$ cat config.mk
export PLATFORM = sky130hd
export DESIGN_NAME = mem_sram_controller
export DESIGN_NICKNAME = d
export VERILOG_FILES = /design/src/rtl/mem_ctrl_pkg.sv /design/src/rtl/sram_phase_counter.sv /design/src/rtl/mem_sram_controller.sv
export SDC_FILE = /design/constraint.sdc
export NUM_CORES = 1
export LEC_CHECK = 0
export ABC_AREA = 1
export BUFFER_PORTS_ARGS = -buffer_cell sky130_fd_sc_hd__buf_2
export CAP_MARGIN = 20
export CORE_ASPECT_RATIO = 0.7
export CORE_MARGIN = 4
export CORE_UTILIZATION = 44
export CTS_CLUSTER_DIAMETER = 80
export CTS_CLUSTER_SIZE = 20
export DETAILED_ROUTE_END_ITERATION = 12
export GPL_ROUTABILITY_DRIVEN = 0
export PLACE_DENSITY = 0.71
export REMOVE_ABC_BUFFERS = 1
export SLEW_MARGIN = 20
export SYNTH_ARGS = -nofsm -noshare
export SYNTH_HDL_FRONTEND = slang
export SYNTH_SLANG_ARGS = --single-unit
$ cat constraint.sdc
create_clock -name clk -period 2.7 [get_ports clk]
set_input_delay 0.27 -clock clk [delete_from_list [all_inputs] [get_ports clk]]
set_output_delay 0.27 -clock clk [all_outputs]
set_load 0.01 [all_outputs]
$ cat src/rtl/mem_ctrl_pkg.sv
// Shared types for the MEM-stage SRAM controller: FSM states, op encoding and
// the default data-memory base address.
package mem_ctrl_pkg;

   typedef enum logic [1:0] {
      IDLE = 2'd0,
      HI   = 2'd1,
      LO   = 2'd2,
      DONE = 2'd3
   } state_t;

   typedef enum logic {
      OP_RD = 1'b0,
      OP_WR = 1'b1
   } op_t;

   localparam int unsigned MEM_BASE_DEFAULT = 1024;

endpackage

$ cat src/rtl/sram_phase_counter.sv
// Per-phase cycle counter: runs 0..PHASE_CYCLES-1 while enabled, wraps to 0 on
// the last cycle, and exposes its next value so callers can register outputs.
module sram_phase_counter #(
   parameter int unsigned PHASE_CYCLES = 3,
   localparam int unsigned CW = $clog2(PHASE_CYCLES + 1)
) (
   input  logic          clk,
   input  logic          rst,
   input  logic          clr,
   input  logic          en,
   output logic [CW-1:0] count,
   output logic [CW-1:0] count_nx,
   output logic          last
);

   assign last = (count == CW'(PHASE_CYCLES - 1));

   always_comb begin
      count_nx = count;
      if (clr) begin
         count_nx = '0;
      end else if (en) begin
         count_nx = last ? '0 : count + CW'(1);
      end
   end

   always_ff @(posedge clk) begin
      if (rst) begin
         count <= '0;
      end else begin
         count <= count_nx;
      end
   end

endmodule

$ cat src/rtl/mem_sram_controller.sv
// Splits 32-bit MEM-stage accesses into big-endian hi/lo halfword phases on a
// 16-bit single-port SRAM; ready drops for the whole transaction.
//
// state | meaning
// IDLE  | no transaction; a request is latched and ready drops combinationally
// HI    | halfword {w,0}, data[31:16], PHASE_CYCLES cycles
// LO    | halfword {w,1}, data[15:0], PHASE_CYCLES cycles
// DONE  | one cycle, ready=1, read data valid on data_out
module mem_sram_controller
   import mem_ctrl_pkg::*;
#(
   parameter int unsigned SRAM_AW      = 18,
   parameter int unsigned PHASE_CYCLES = 3,
   parameter int unsigned MEM_BASE     = MEM_BASE_DEFAULT
) (
   input  logic               clk,
   input  logic               rst,
   input  logic               MEM_w_en,
   input  logic               MEM_r_en,
   input  logic [31:0]        address,
   input  logic [31:0]        data_in,
   output logic [31:0]        data_out,
   output logic               ready,
   output logic [SRAM_AW-1:0] sram_addr,
   output logic [15:0]        sram_dq_out,
   input  logic [15:0]        sram_dq_in,
   output logic               sram_dq_oe,
   output logic               sram_we_n
);

   localparam int unsigned CW = $clog2(PHASE_CYCLES + 1);
   localparam int unsigned WW = SRAM_AW - 1;

   state_t             state, state_nx;
   op_t                op_q, op_nx;
   logic [WW-1:0]      w_q, w_nx, w_in;
   logic [31:0]        wdata_q, wdata_nx, offs;
   logic [15:0]        rbuf_hi;
   logic [CW-1:0]      cnt, cnt_nx;
   logic               last, busy, busy_nx, wr_nx, req;
   logic [SRAM_AW-1:0] addr_nx;
   logic [15:0]        dq_nx;
   logic               oe_nx, we_n_nx;
   logic               unused_offs;

   assign req         = MEM_w_en | MEM_r_en;
   assign offs        = address - 32'(MEM_BASE);
   assign w_in        = offs[WW+1:2];
   assign unused_offs = ^{offs[31:WW+2], offs[1:0]};
   assign busy        = (state == HI) || (state == LO);

   sram_phase_counter #(.PHASE_CYCLES(PHASE_CYCLES)) u_phase_cnt (
      .clk      (clk),
      .rst      (rst),
      .clr      (!busy),
      .en       (busy),
      .count    (cnt),
      .count_nx (cnt_nx),
      .last     (last)
   );

   always_comb begin
      state_nx = state;
      ready    = 1'b0;
      op_nx    = op_q;
      w_nx     = w_q;
      wdata_nx = wdata_q;
      case (state)
         IDLE: begin
            ready = ~req;
            if (req) begin
               state_nx = HI;
               op_nx    = MEM_w_en ? OP_WR : OP_RD;
               w_nx     = w_in;
               wdata_nx = data_in;
            end
         end
         HI:      if (last) state_nx = LO;
         LO:      if (last) state_nx = DONE;
         DONE: begin
            ready    = 1'b1;
            state_nx = IDLE;
         end
         default: state_nx = IDLE;
      endcase

      // Pins are registered from next-state so they are glitch-free and the
      // write strobe releases one cycle before the phase ends (hold time).
      busy_nx = (state_nx == HI) || (state_nx == LO);
      wr_nx   = busy_nx && (op_nx == OP_WR);
      addr_nx = busy_nx ? {w_nx, (state_nx == LO)} : sram_addr;
      dq_nx   = wr_nx ? ((state_nx == LO) ? wdata_nx[15:0] : wdata_nx[31:16])
                      : sram_dq_out;
      oe_nx   = wr_nx;
      we_n_nx = !(wr_nx && ((cnt_nx != CW'(PHASE_CYCLES - 1)) || (PHASE_CYCLES == 1)));
   end

   always_ff @(posedge clk) begin
      if (rst) begin
         state       <= IDLE;
         op_q        <= OP_RD;
         w_q         <= '0;
         wdata_q     <= '0;
         rbuf_hi     <= '0;
         data_out    <= '0;
         sram_addr   <= '0;
         sram_dq_out <= '0;
         sram_dq_oe  <= 1'b0;
         sram_we_n   <= 1'b1;
      end else begin
         state       <= state_nx;
         op_q        <= op_nx;
         w_q         <= w_nx;
         wdata_q     <= wdata_nx;
         sram_addr   <= addr_nx;
         sram_dq_out <= dq_nx;
         sram_dq_oe  <= oe_nx;
         sram_we_n   <= we_n_nx;
         if ((op_q == OP_RD) && last) begin
            if (state == HI) rbuf_hi <= sram_dq_in;
            if (state == LO) data_out <= {rbuf_hi, sram_dq_in};
         end
      end
   end

endmodule

---- Yosys cells after proc, flatten, opt, wreduce, memory -nomap -nowiden ----
Index checks and enable logic that the tools add are counted.
storage, ports and cells
  flip-flop bits (word level) ............. 138
  bits of input ports ..................... 84
cells by class
  add/sub/neg operators ................... 2
  equal/unequal tests ..................... 7
  mux-type cells .......................... 15
  bitwise logic cells ..................... 3
  reductions and logical operators ........ 9
operators with widths
  operator                count
  $mux 32                 2
  $mux 17                 2
  $sub 19x11->19 const B  1
  $mux 16                 1
  $mux 2                  5
  $eq 2x2->1 const B      4
  $pmux 2 s4              1
  $eq 2x1->1 const B      2
  $reduce_and 2->1        2
  $logic_and 1x1->1       3
  $mux 1                  3
  $add 2x1->2 const B     1
  $logic_not 2->1         1
  $logic_or 1x1->1        2
  $ne 2x2->1 const B      1
  $not 1->1               2
  $pmux 1 s2              1
  $logic_not 1->1         1
  $or 1x1->1              1

---- Logic depth before layout (Yosys ltp) ----
Gate-level depths: netlist (run 1).
  depth in word-level cells ............... 8
  depth in mapped cells ................... 14
  gate-level depth less buffers ........... 13

---- Cells and area by module ----
A second synthesis (run 1) with hierarchy kept.
unflattened totals
  cell total of the unflattened synthesis .. 797
  area, all modules ....................... 5794.3 µm²
by module, submodules not included
  module               instances  cells an instance  area each (µm²)
  mem_sram_controller  1          780                5695.5
  sram_phase_counter   1          17                 98.8

---- Worst setup path before layout (run 1) ----
OpenSTA, ideal clock, no wires.
  path kind ............................... register -> register
  start point ............................. register state[1]
  end point ............................... register sram_dq_out[14]
  setup time .............................. 0.113 ns
  arrival time ............................ 1.952 ns
  data required time ...................... 2.587 ns
  slack ................................... 0.635 ns
  cell stages (with the launch flop) ...... 14
  path buffers ............................ 1
  period minus slack after synthesis ...... 2.065 ns
  cells stage by stage .................... dfxtp_1 > inv_1 > ha_1 > inv_1 > nor2_1 > o31ai_1 > ha_1 > inv_2 > nand2_2 > clkinv_2 > buf_6 > nand2_1 > o21ai_1 > inv_1
on the way
  longest elaborated chain between the ends .. 5
RTL lines
  item                                      RTL line                                              RTL
  start, declared                           mem_sram_controller.sv:34                             state_t state, state_nx;
  start signal, assigned                    mem_sram_controller.sv:111                            state <= state_nx;
  $eq 2x2->1, or another cell as far along  mem_sram_controller.sv:68                             case (state)
  $pmux 2 s4                                mem_sram_controller.sv:68
  $eq 2x1->1 or $eq 2x2->1 (tied branches)  mem_sram_controller.sv:89, mem_sram_controller.sv:92
  $logic_or 1x1->1                          mem_sram_controller.sv:89                             busy_nx = (state_nx == HI) || (state_nx == LO);
  $logic_and 1x1->1                         mem_sram_controller.sv:90                             wr_nx = busy_nx && (op_nx == OP_WR);
  end signal, assigned                      mem_sram_controller.sv:116                            sram_dq_out <= dq_nx;
  end, declared                             mem_sram_controller.sv:25                             output logic [15:0] sram_dq_out,
Parallel ways exist; a longest one is shown, timed or not.
A chain may end at the register's enable or synchronous reset.

---- Worst setup path in the final report (run 1) ----
  start point ............................. register state[1]
  end point ............................... register sram_dq_out[5]
The elaborated chain is that of the path after synthesis.

==> summary.md, run 1 <==
| Metric | Value |
|---|---|
| Tcrit/Tclk final | 90.60% |
| VDD IR max | 517.4 uV |
| Fill cell count | 1263 |
| Final setup violating endpoints | 0 |
| Max Freq | 0.4088 GHz |
| Final critical-path required period | 2.446 ns |
| Placed Cells | 1024 |
| Ranking of synthesized cells by area | dfxtp_1 (48%), nor2_1 (11%), o21ai_0 (6.7%) |
| Multi-input logic area | 2362 um2 |
| Total core area | 12630 um2 |
| Worst-Skew Late Latency | 0.40 ns |
| Worst setup SP type | register |
| Leakage | 3.455 nW |
| Clk sinks | 138 |
| Crit end category | register |
| Slew HR | 48.95% |
| Clk buf depth | 2 |
| Kind of critical path | register to register |
| # Post-CTS Setup Buffers | 0 |
| Port buffer count | 137 |
| Vert. Die Dim | 104 um |
| Total die area | 15100 um2 |
| Fin. Hold Viols | 0 |
| Critical Path Fanout Max | 13 |
| Number of max-cap violations | 0 |
| Syn. warnings | 0 |
| Finished Layout Cells | 1055 |
| Yosys top cell area share | 47.69% |
| Yosys reg bits | 138 |
| Power per cell area | 1105 nW/um2 |
| N_diodes | 0 |
| Area leader, netlist | dfxtp_1 |
| Drt wl/cell | 11.95 um |
| Ports | 153 |
| Initial Utilization | 45.85% |
| Final HPWL DP | 8382 um |
| RSZ-0062 raised after global routing | false |
| Max Slew Vio Count | 0 |
| Die Wd | 145.1 um |
| Register area share after synthesis | 47.69% |
| Number of DRC markers in iteration 0 | 235 |
| Status | completed |
| Share of cells above drive strength 1 | 24.64% |
| Sequential cell area | 2763 um2 |
| CTS H-tree depth | 4 |
| Largest net degree at the start of global routing | 89 |
| Hold Crit Class | input port to register |
| Initial antenna violation count | 0 |
| CTS hold repair buffers | 0 |
| Area grow syn2layout | 21.36% |
| Mapped Avg Cell Area | 7.602 um2 |
| Final WL | 12610 um |
| Vias in the first global route | 4310 |
| CTS tree | built |
| Arr. time, crit path | 2.79 ns |
| Root Buffer | clkbuf_16 |
| Worst hold slack | 0.1340 ns |
| Yosys cell types | 30 |
| GR Overflow Total | 0 |
| R2R Setup Slk | 0.25 ns |
| DR pass1 iterations | 4 |
| Gate Count Post-Synth | 762 |
| Remaining routing DRC violations | 0 |
| Critical Path RT | 3.04 ns |
| Tightest Pin Transition | 0.7658 ns |
| Synthesized area | 5793 um2 |
| Setup Skew | 0.008096 ns |
| Vias | 4866 |
| PostCTS Resize Cnt | 0 |
| Total CTS buffers | 17 |
| Num rows | 34 |
| Total Nets Final | 973 |
| Total power | 7.767 mW |
| Vias per cell | 4.612 |
| Worst-path clk slew | 0.06 ns |
| Tot GR Track Use | 16.57% |
| Antenna viol nets, final | 0 |
| First-pass GRT wire length | 21050 um |
[layout by cell type (no fill, tap or decap), drive strengths merged]
master and n:
buf 144, ha 8, a21oi 33, o31ai 1, bufinv 1, inv 102
nor3 1, o211ai 27, o21bai 1, clkinvlp 4, nand2 96, or2 3
clkinv 6, and2 1, clkbuf 20, o21ai 111, dfxtp 138, nand3 23
nor2 173
[layout make-up]
type,instances,share of cell area [%]
Clock buffer,20,6.496
Clock inverter,11,1.388
Inverter,102,5.481
Multi-Input combinational cell,478,33.60
Sequential cell,138,39.30
Tap cell,162,2.883
Timing Repair Buffer,144,10.86
[flip-flops by register name, indices dropped and copies added (netlist names)]
signal,count
data_out,32
wdata_q,32
u_phase_cnt.count,2
sram_dq_oe,1
state,2
sram_dq_out,16
sram_addr,18
rbuf_hi,16
sram_we_n,1
w_q,17
op_q,1
[metrics by stage]
step	setup WS, ns	setup TNS (ns)	util (%)	cell area (um2)
after floorplan	-0.1934	-1.515	-	5504
after global placement	0.2435	0	51.25	6475
after detailed placement	0.2358	0	51.25	6475
after CTS	0.2284	0	55.63	7029
after global routing	0.01392	0	55.64	7030
final	0.2538	0	55.64	7030
[worst paths after layout]
check	startpoint	to	cells past startpoint
worst max-delay path	state[1]	sram_dq_out[5]	12
worst min-delay path	sram_dq_in[15]	rbuf_hi[15]	3
worst max register to register	state[1]	sram_dq_out[5]	12
worst min register to register	w_q[6]	w_q[6]	2
[cell usage after synthesis]
| cell | number |
|---|---|
| dfxtp_1 | 138 |
| nand2_1 | 83 |
| clkinv_2 | 1 |
| o211ai_2 | 14 |
| and2_1 | 1 |
| buf_4 | 3 |
| or2_2 | 1 |
| o21ai_2 | 13 |
| buf_12 | 3 |
| nor2_4 | 1 |
| buf_1 | 7 |
| ha_1 | 8 |
| o21bai_1 | 1 |
| buf_6 | 5 |
| clkbuf_1 | 13 |
| nand2_2 | 13 |
| or2_1 | 2 |
| nor3_1 | 1 |
| buf_8 | 1 |
| inv_1 | 99 |
| o21ai_0 | 78 |
| nor2_1 | 172 |
| nand3_1 | 22 |
| nand3_2 | 1 |
| o31ai_1 | 1 |
| buf_2 | 12 |
| inv_2 | 2 |
| o211ai_1 | 13 |
| a21oi_1 | 33 |
| o21ai_1 | 20 |
[metal layers]
layer	wire length (um)	global-route usage, %
met5	0	0
met4	133	4.539
met3	653	4.660
met2	5568	25.10
met1	6254	23.21
[where the power goes]
group	switching, mW	total, mW	internal (mW)
combinational	1.89	2.93	1.04
sequential	0.194	2.68	2.49
clock	0.851	2.16	1.31
total	2.93	7.77	4.83
[critical path, cell delays in order, from the launching register on]
cell and delay, ns:
dfxtp_1 0.42, inv_1 0.11, ha_1 0.23, inv_1 0.06, nor2_1 0.04, o31ai_1 0.31
ha_1 0.32, inv_2 0.20, nand2_2 0.18, buf_4 0.23, a21oi_1 0.15, o21ai_1 0.08
inv_1 0.05
[logic make-up (layout without fill, tap and decap cells)]
group                    Yosys count  count (layout)  synth area share (%)
buffers and inverters            146             277                 11.62
AND/OR/NAND/NOR                  297             297                 20.71
AO/OA/AOI/OAI                    173             173                 18.25
flip-flops                       138             138                 47.69
adder cells (fa/ha/maj)            8               8                 1.728
No activity file was read; power rests on OpenSTA's default activity.
==> run 2, diff against run 1 <==
Settings changed: ABC_AREA 1 to not set, BUFFER_PORTS_ARGS -buffer_cell sky130_fd_sc_hd__buf_2 to not set, CAP_MARGIN 20 to not set, DONT_BUFFER_PORTS set to 1, PLACE_DENSITY 0.71 to 0.61.
==> run 2 against run 1 <==
Effect of this change: largest cell class unchanged; critical path depth decreased by 1; highest routed layer unchanged; non-clock buffer count down 85; synthesized cell count shrank 22%; largest power group is now the clock network; register-to-register slack about the same; final cell count shrank 24%; worst hold slack got worse by 0.10 ns; clock skew is 0.0010 ns higher; die area shrank 6.7%; routed wire length grew 3.7%; fmax down 0.46%; count of clock-buffer cells in the layout fell by 2.
==> summary.md, run 2 <==
| Metric | Value |
|---|---|
| N_diodes | 0 (unchanged) |
| Slowest cell on crit path | dfxtp_1 |
| Largest regs | data_out x32, wdata_q x32, sram_addr x18 |
| Most common cell in the netlist | nand2_1 |
| Arr. time, crit path | 2.73 ns (-0.06 ns) |
| Final WL | 13070 um (+3.7%) |
| Worst path max stage delay | 0.38 ns (-0.04 ns) |
| Status | completed |
| Hold Startpoint | address[8] |
| Crit end category | register |
| Worst setup SP type | register |
| Number of DRC markers in iteration 0 | 192 (-18%) |
| GR Overflow Total | 0 (unchanged) |
| VDD IR max | 458.3 uV (-11%) |
| Clk sinks | 138 (unchanged) |
| Placed Cells | 717 (-30%) |
| Yosys top cell area share | 51.36% (+3.7 points) |
| Total core area | 11810 um2 (-6.5%) |
| Finished Layout Cells | 798 (-24%) |
| Most frequent cells in the layout | nand2_1 (171), dfxtp_1 (138), a21oi_1 (86) |
| Vert. Die Dim | 100.5 um (-3.4%) |
| Total power | 5.189 mW (-33%) |
| Setup Skew | 0.009128 ns (+0.001032 ns) |
| Syn. warnings | 0 (unchanged) |
| Port buffer count | 0 (-100%) |
| Antenna viol nets, final | 0 (unchanged) |
| Power per cell area | 785.8 nW/um2 (-29%) |
| Area grow syn2layout | 22.77% |
| Total die area | 14090 um2 (-6.7%) |
| Final HPWL DP | 8165 um (-2.6%) |
| Cell Area, Placed | 5472 um2 (-15%) |
| Hold endpoint | w_q[6] |
| Share of cells above drive strength 1 | 11.39% (-13 points) |
| Hold Crit Class | input port to register |
| Initial Utilization | 45.55% (-0.30 points) |
| Drt wl/cell | 16.38 um (+37%) |
| RSZ-0062 raised after global routing | true |
| Kind of critical path | register to register |
| DR pass1 iterations | 5 (+1) |
| Tcrit/Tclk final | 91.02% (+0.42 points) |
| Vias in the first global route | 4227 (-1.9%) |
| Max Slew Vio Count | 0 (unchanged) |
| EDFF count, synth | 0 (unchanged) |
| Async set or reset register ratio after synthesis | 0% (unchanged) |
| Remaining routing DRC violations | 0 (unchanged) |
| Met1 Usage GRT | 24.50% (+1.3 points) |
| Largest net degree at the start of global routing | 121 (+36%) |
| First-pass GRT wire length | 21470 um (+2.0%) |
| Worst r2r path cells | 11 (-1) |
| Worst hold slack | 0.03198 ns (-0.1020 ns) |
| M2 GR Usage | 28.93% (+3.8 points) |
| Tightest Pin Transition | 0.6567 ns (-0.1091 ns) |
| Critical Path RT | 2.97 ns (-0.07 ns) |
| Met3 usage | 6.733% (+2.1 points) |
| Vias per cell | 5.373 (+17%) |
| # Post-CTS Setup Buffers | 0 (unchanged) |
| Mapped Avg Cell Area | 9.055 um2 (+19%) |
| Reg2Reg Capture Point | sram_addr[17] |
| Num rows | 33 (-2.9%) |
| Total CTS buffers | 17 (unchanged) |
| Worst-Skew Late Latency | 0.41 ns (about the same) |
| Fin. Hold Viols | 0 (unchanged) |
| Leakage | 2.419 nW (-30%) |
| Worst setup path start | state[0] |
| Most Used Layer, Global Route | met2 |
| Crit-path leading delay family | buffers and inverters |
| Initial antenna violation count | 0 (unchanged) |
| Post-route cell area | 6604 um2 (-6.1%) |
| Die Wd | 140.2 um (-3.4%) |
| Leading cell type in the layout, fill and taps excluded | nand2_1 |
| Gate Count Post-Synth | 594 (-22%) |
| CP Cell Sequence | inv_1 > ha_1 > nor2_1 > a21oi_1 > nor2_1 > a21oi_1 > ha_1 > buf_4 > clkinvlp_4 > a31oi_1 > o22ai_1 |
| Root Buffer | clkbuf_16 |
| Max Freq | 0.4069 GHz (-0.46%) |
| Reg2reg start | state[0] |
| R2R Setup Slk | 0.24 ns (about the same) |
| Yosys reg bits | 138 (unchanged) |
| Ys flop type | dfxtp_1 |
| Post-synth top cells | nand2_1 (171), dfxtp_1 (138), a21oi_1 (86) |
| Clk buf depth | 2 (unchanged) |
| Total Nets Final | 720 (-26%) |
| Yosys cell types | 44 (+47%) |
| CTS H-tree depth | 4 (unchanged) |
| Ports | 153 (unchanged) |
| Final critical-path required period | 2.458 ns (+0.01133 ns) |
| Register area share after synthesis | 51.36% (+3.7 points) |
| Hold Path Cell Cnt | 2 (-1) |
| Number of max-cap violations | 0 (unchanged) |
| Final setup violating endpoints | 0 (unchanged) |
| Ranking of synthesized cells by area | dfxtp_1 (51%), nand2_1 (12%), a21oi_1 (8.0%) |
| Vias | 4288 (-12%) |
| Worst-path clk slew | 0.06 ns (about the same) |
| Tot GR Track Use | 18.95% (+2.4 points) |
| Area leader, netlist | dfxtp_1 |
| Sum Neg Setup Slack | 0 ns (unchanged) |
| Synthesized area | 5379 um2 (-7.1%) |
| Worst Path Buf+Inv | 3 (-2) |
| CTS tree | built |
| Slew HR | 56.22% (+7.3 points) |
| Critical Path Fanout Max | 20 (+7) |
==> run 2: cell types whose count changed after synthesis, sizes merged, moves of 10 or more <==
cell,change
o211ai,-27
o21ai,-109
a211oi,+13
clkbuf,+14
a21oi,+53
nand3,-23
nand2,+75
mux4,+16
nor2,-135
mux2i,+10
a22o,+16
buf,-14
inv,-95
==> run 2: cell type report <==
type	count	area (um2)
repair buffers	59	595.6
fillers	1060	5205
clock buffers	18	439.2
multi-input cells	406	2402
well taps	157	196.4
flip-flops and latches	138	2763
clock inverters	14	181.4
inverters	6	26.28
==> run 2: per-layer routing <==
layer  wire length, um  part of all wire (%)
met1              5901                    45
met2              5836                    45
met3              1063                   8.1
met4               270                   2.1
met5                 0                     0
==> run 2: timing repair <==
action | 4_1_cts | 5_1_grt
hold buffers | 49 | 0
gates resized for setup | 0 | 1
setup endpoints to repair | 0 | 11
hold endpoints to repair | 120 | 0
==> run 2: worst max-delay path by stage <==
| stage | cells past startpoint | endpoint |
|---|---|---|
| CTS | 11 | sram_addr[2] |
| finish | 11 | sram_addr[17] |
| floorplan | 3 | sram_dq_out[14] |
| detailed placement | 11 | sram_addr[6] |
| global route | 11 | sram_addr[16] |
| global placement | 11 | sram_addr[1] |
==> run 2: kinds of logic (layout without fill, tap and decap cells) <==
family,after synthesis,count (layout),share of synthesized area [%]
AND/OR/NAND/NOR,234,234,18.03
multiplexers,26,26,8.560
flip-flops,138,138,51.36
AO/OA/AOI/OAI,133,133,15.17
adder cells (fa/ha/maj),8,8,1.861
XOR/XNOR,5,5,0.8143
buffers and inverters,50,97,4.210
==> run 2: where the power goes <==
part / internal (mW) / total [mW] / switching [mW]
Sequential: 2.16 / 2.26 / 0.0980
Clock: 1.50 / 2.43 / 0.927
Combinational: 0.238 / 0.501 / 0.264
==> run 2: through the flow <==
| step | worst slack, ns | utilization [%] |
|---|---|---|
| 3_3_place_gp | 0.3148 | 46.33 |
| 2_1_floorplan | -1.616 | - |
| 5_1_grt | -0.0009048 | 55.92 |
| 3_5_place_dp | 0.1636 | 46.33 |
| 4_1_cts | 0.1628 | 55.89 |
| 6_report | 0.2425 | 55.92 |
==> run 3, diff against run 2 <==
Settings changed: BUFFER_PORTS_ARGS set to -buffer_cell sky130_fd_sc_hd__buf_2, DONT_BUFFER_PORTS 1 to not set, PLACE_DENSITY 0.61 to 0.71.
==> run 3 against run 2 <==
Effect of this change: final cell count up 11%; sequential cell count unchanged; critical endpoint is now sram_dq_out[14]; clock skew up 0.0023 ns; register-to-register slack about the same; clock power up 5%; non-clock buffer count up 90.
==> summary.md, run 3 (synthesis gave the netlist of run 2 again) <==
| Metric | Value |
|---|---|
| Initial Utilization | 45.55% (unchanged) |
| Number of max-cap violations | 0 (unchanged) |
| Total die area | 14090 um2 (unchanged) |
| Worst-Skew Late Latency | 0.41 ns (about the same) |
| Vias in the first global route | 4435 (+4.9%) |
| Cell Area, Placed | 6186 um2 (+13%) |
| Status | completed |
| # Post-CTS Setup Buffers | 0 (unchanged) |
| PostCTS Resize Cnt | 0 (unchanged) |
| DR pass1 iterations | 5 (unchanged) |
| CTS tree | built |
| Hold Path Cell Cnt | 3 (+1) |
| RSZ-0062 raised after global routing | false |
| Final setup violating endpoints | 0 (unchanged) |
| Largest net degree at the start of global routing | 45 (-63%) |
| Total CTS buffers | 17 (unchanged) |
| Max Slew Vio Count | 0 (unchanged) |
| Vias per cell | 5.092 (-5.2%) |
| Leading cell type in the layout, fill and taps excluded | nand2_1 |
| Critical Path RT | 3.05 ns (+0.08 ns) |
| Worst setup SP type | register |
| Remaining routing DRC violations | 0 (unchanged) |
| Kind of critical path | register to register |
| CTS H-tree depth | 4 (unchanged) |
| Total core area | 11810 um2 (unchanged) |
| Leakage | 2.879 nW (+19%) |
| Sum Neg Setup Slack | 0 ns (unchanged) |
| Critical Path Fanout Max | 18 (-10%) |
| Slew HR | 54.85% (-1.4 points) |
| Reg2Reg Capture Point | sram_dq_out[14] |
| Max Freq | 0.4080 GHz (+0.25%) |
| Root Buffer | clkbuf_16 |
| Antenna viol nets, final | 0 (unchanged) |
| Reg2reg start | state[0] |
| Crit end category | register |
| VDD IR max | 503.7 uV (+9.9%) |
| Area grow syn2layout | 27.19% |
| Number of DRC markers in iteration 0 | 260 (+35%) |
| Share of cells above drive strength 1 | 28.59% (+17 points) |
| Final critical-path required period | 2.451 ns (-0.006232 ns) |
| Hold endpoint | data_out[14] |
| CTS hold repair buffers | 0 (-100%) |
| Hold Startpoint | sram_dq_in[14] |
| Most frequent cells in the layout | nand2_1 (171), dfxtp_1 (138), buf_2 (136) |
| R2R Setup Slk | 0.25 ns (about the same) |
| Final WS setup | 0.2487 ns (+0.006232 ns) |
| Largest regs | data_out x32, wdata_q x32, sram_addr x18 |
| Clk sinks | 138 (unchanged) |
| Tightest Pin Transition | 0.6747 ns (+0.01806 ns) |
| Port buffer count | 137 (+137) |
| Drt wl/cell | 14.49 um (-12%) |
| Power per cell area | 785.6 nW/um2 (about the same) |
| Placed Cells | 856 (+19%) |
| Tcrit/Tclk final | 90.79% (-0.23 points) |
| Post-Route Utilization | 57.94% (+2.0 points) |
| Arr. time, crit path | 2.80 ns (+0.07 ns) |
| Worst-path clk slew | 0.06 ns (about the same) |
| Num rows | 33 (unchanged) |
| Final WL | 12870 um (-1.5%) |
| Tot GR Track Use | 18.70% (-0.25 points) |
| Vias | 4522 (+5.5%) |
| Ports | 153 (unchanged) |
| Vert. Die Dim | 100.5 um (unchanged) |
| Die Wd | 140.2 um (unchanged) |
| N_diodes | 0 (unchanged) |
| Total Nets Final | 810 (+13%) |
| Worst r2r path cells | 8 (-3) |
| First-pass GRT wire length | 21390 um (-0.35%) |
| Finished Layout Cells | 888 (+11%) |
| Fin. Hold Viols | 0 (unchanged) |
| GR Overflow Total | 0 (unchanged) |
| Final HPWL DP | 8872 um (+8.7%) |
| Setup Skew | 0.01143 ns (+0.002302 ns) |
| Placement Setup Slack | 0.2578 ns (+0.09418 ns) |
| Hold Crit Class | input port to register |
| Initial antenna violation count | 1 (+1) |
| Clk buf depth | 2 (unchanged) |
| Post-route cell area | 6842 um2 (+3.6%) |
[run 3: changes by cell type in the layout (fill, tap and decap cells not counted), moves of 2 or more]
cell	previous run	this run
bufinv_16	3	5
inv_6	8	3
dlygate4sd3_1	48	0
buf_2	0	136
clkinv_2	1	3
buf_4	9	11
[run 3: how the worst max path moves through the flow]
| stage | slack (ns) | to | startpoint |
|---|---|---|---|
| after floorplan | -1.62 | sram_dq_out[14] | MEM_r_en |
| after global placement | 0.38 | sram_dq_out[14] | state[0] |
| after detailed placement | 0.26 | sram_dq_out[14] | state[0] |
| after CTS | 0.25 | sram_dq_out[14] | state[0] |
| after global routing | 0.09 | sram_dq_out[14] | state[1] |
| final | 0.25 | sram_dq_out[14] | state[0] |
[run 3: critical path, cell delays in order (launching register included)]
cell     delay, ns
dfxtp_1       0.39
inv_1         0.12
ha_1          0.26
o31a_1        0.34
ha_1          0.36
or2_2         0.38
nor2_2        0.09
buf_4         0.25
a22o_1        0.18
[run 3: power breakdown]
part,internal [mW],switching [mW]
clock network,1.67,0.892
logic,0.265,0.327
registers,2.16,0.0603
total,4.10,1.28
[run 3: layer usage]
| metal | GRT usage [%] | wire length [um] | share of wire, % | vias to the layer above |
|---|---|---|---|---|
| li1 | - | - | - | 2273 |
| met1 | 24.12 | 5820 | 45 | 2110 |
| met2 | 29.30 | 5984 | 47 | 119 |
| met3 | 6.543 | 892 | 6.9 | 18 |
| met4 | 6.850 | 163 | 1.3 | 2 |
| met5 | 0 | 7 | 0.054 | - |
[run 3: area by class of cell]
type	instances	area, um2
Clock inverter	14	216.5
Timing Repair Buffer	149	803.3
Fill cell	1075	4967
Tap cell	157	196.4
Multi-Input combinational cell	406	2401
Clock buffer	18	439.2
Sequential cell	138	2763
Inverter	6	22.52
[run 3: metrics by stage]
| stage | hold WS, ns | power, mW |
|---|---|---|
| finish | 0.1058 | 5.375 |
| global route | 0.08939 | 5.608 |
| CTS | 0.09137 | 5.429 |
| detailed placement | 0.4427 | 2.859 |
| global placement | 0.4361 | 2.831 |
| floorplan | 0.3346 | 2.600 |
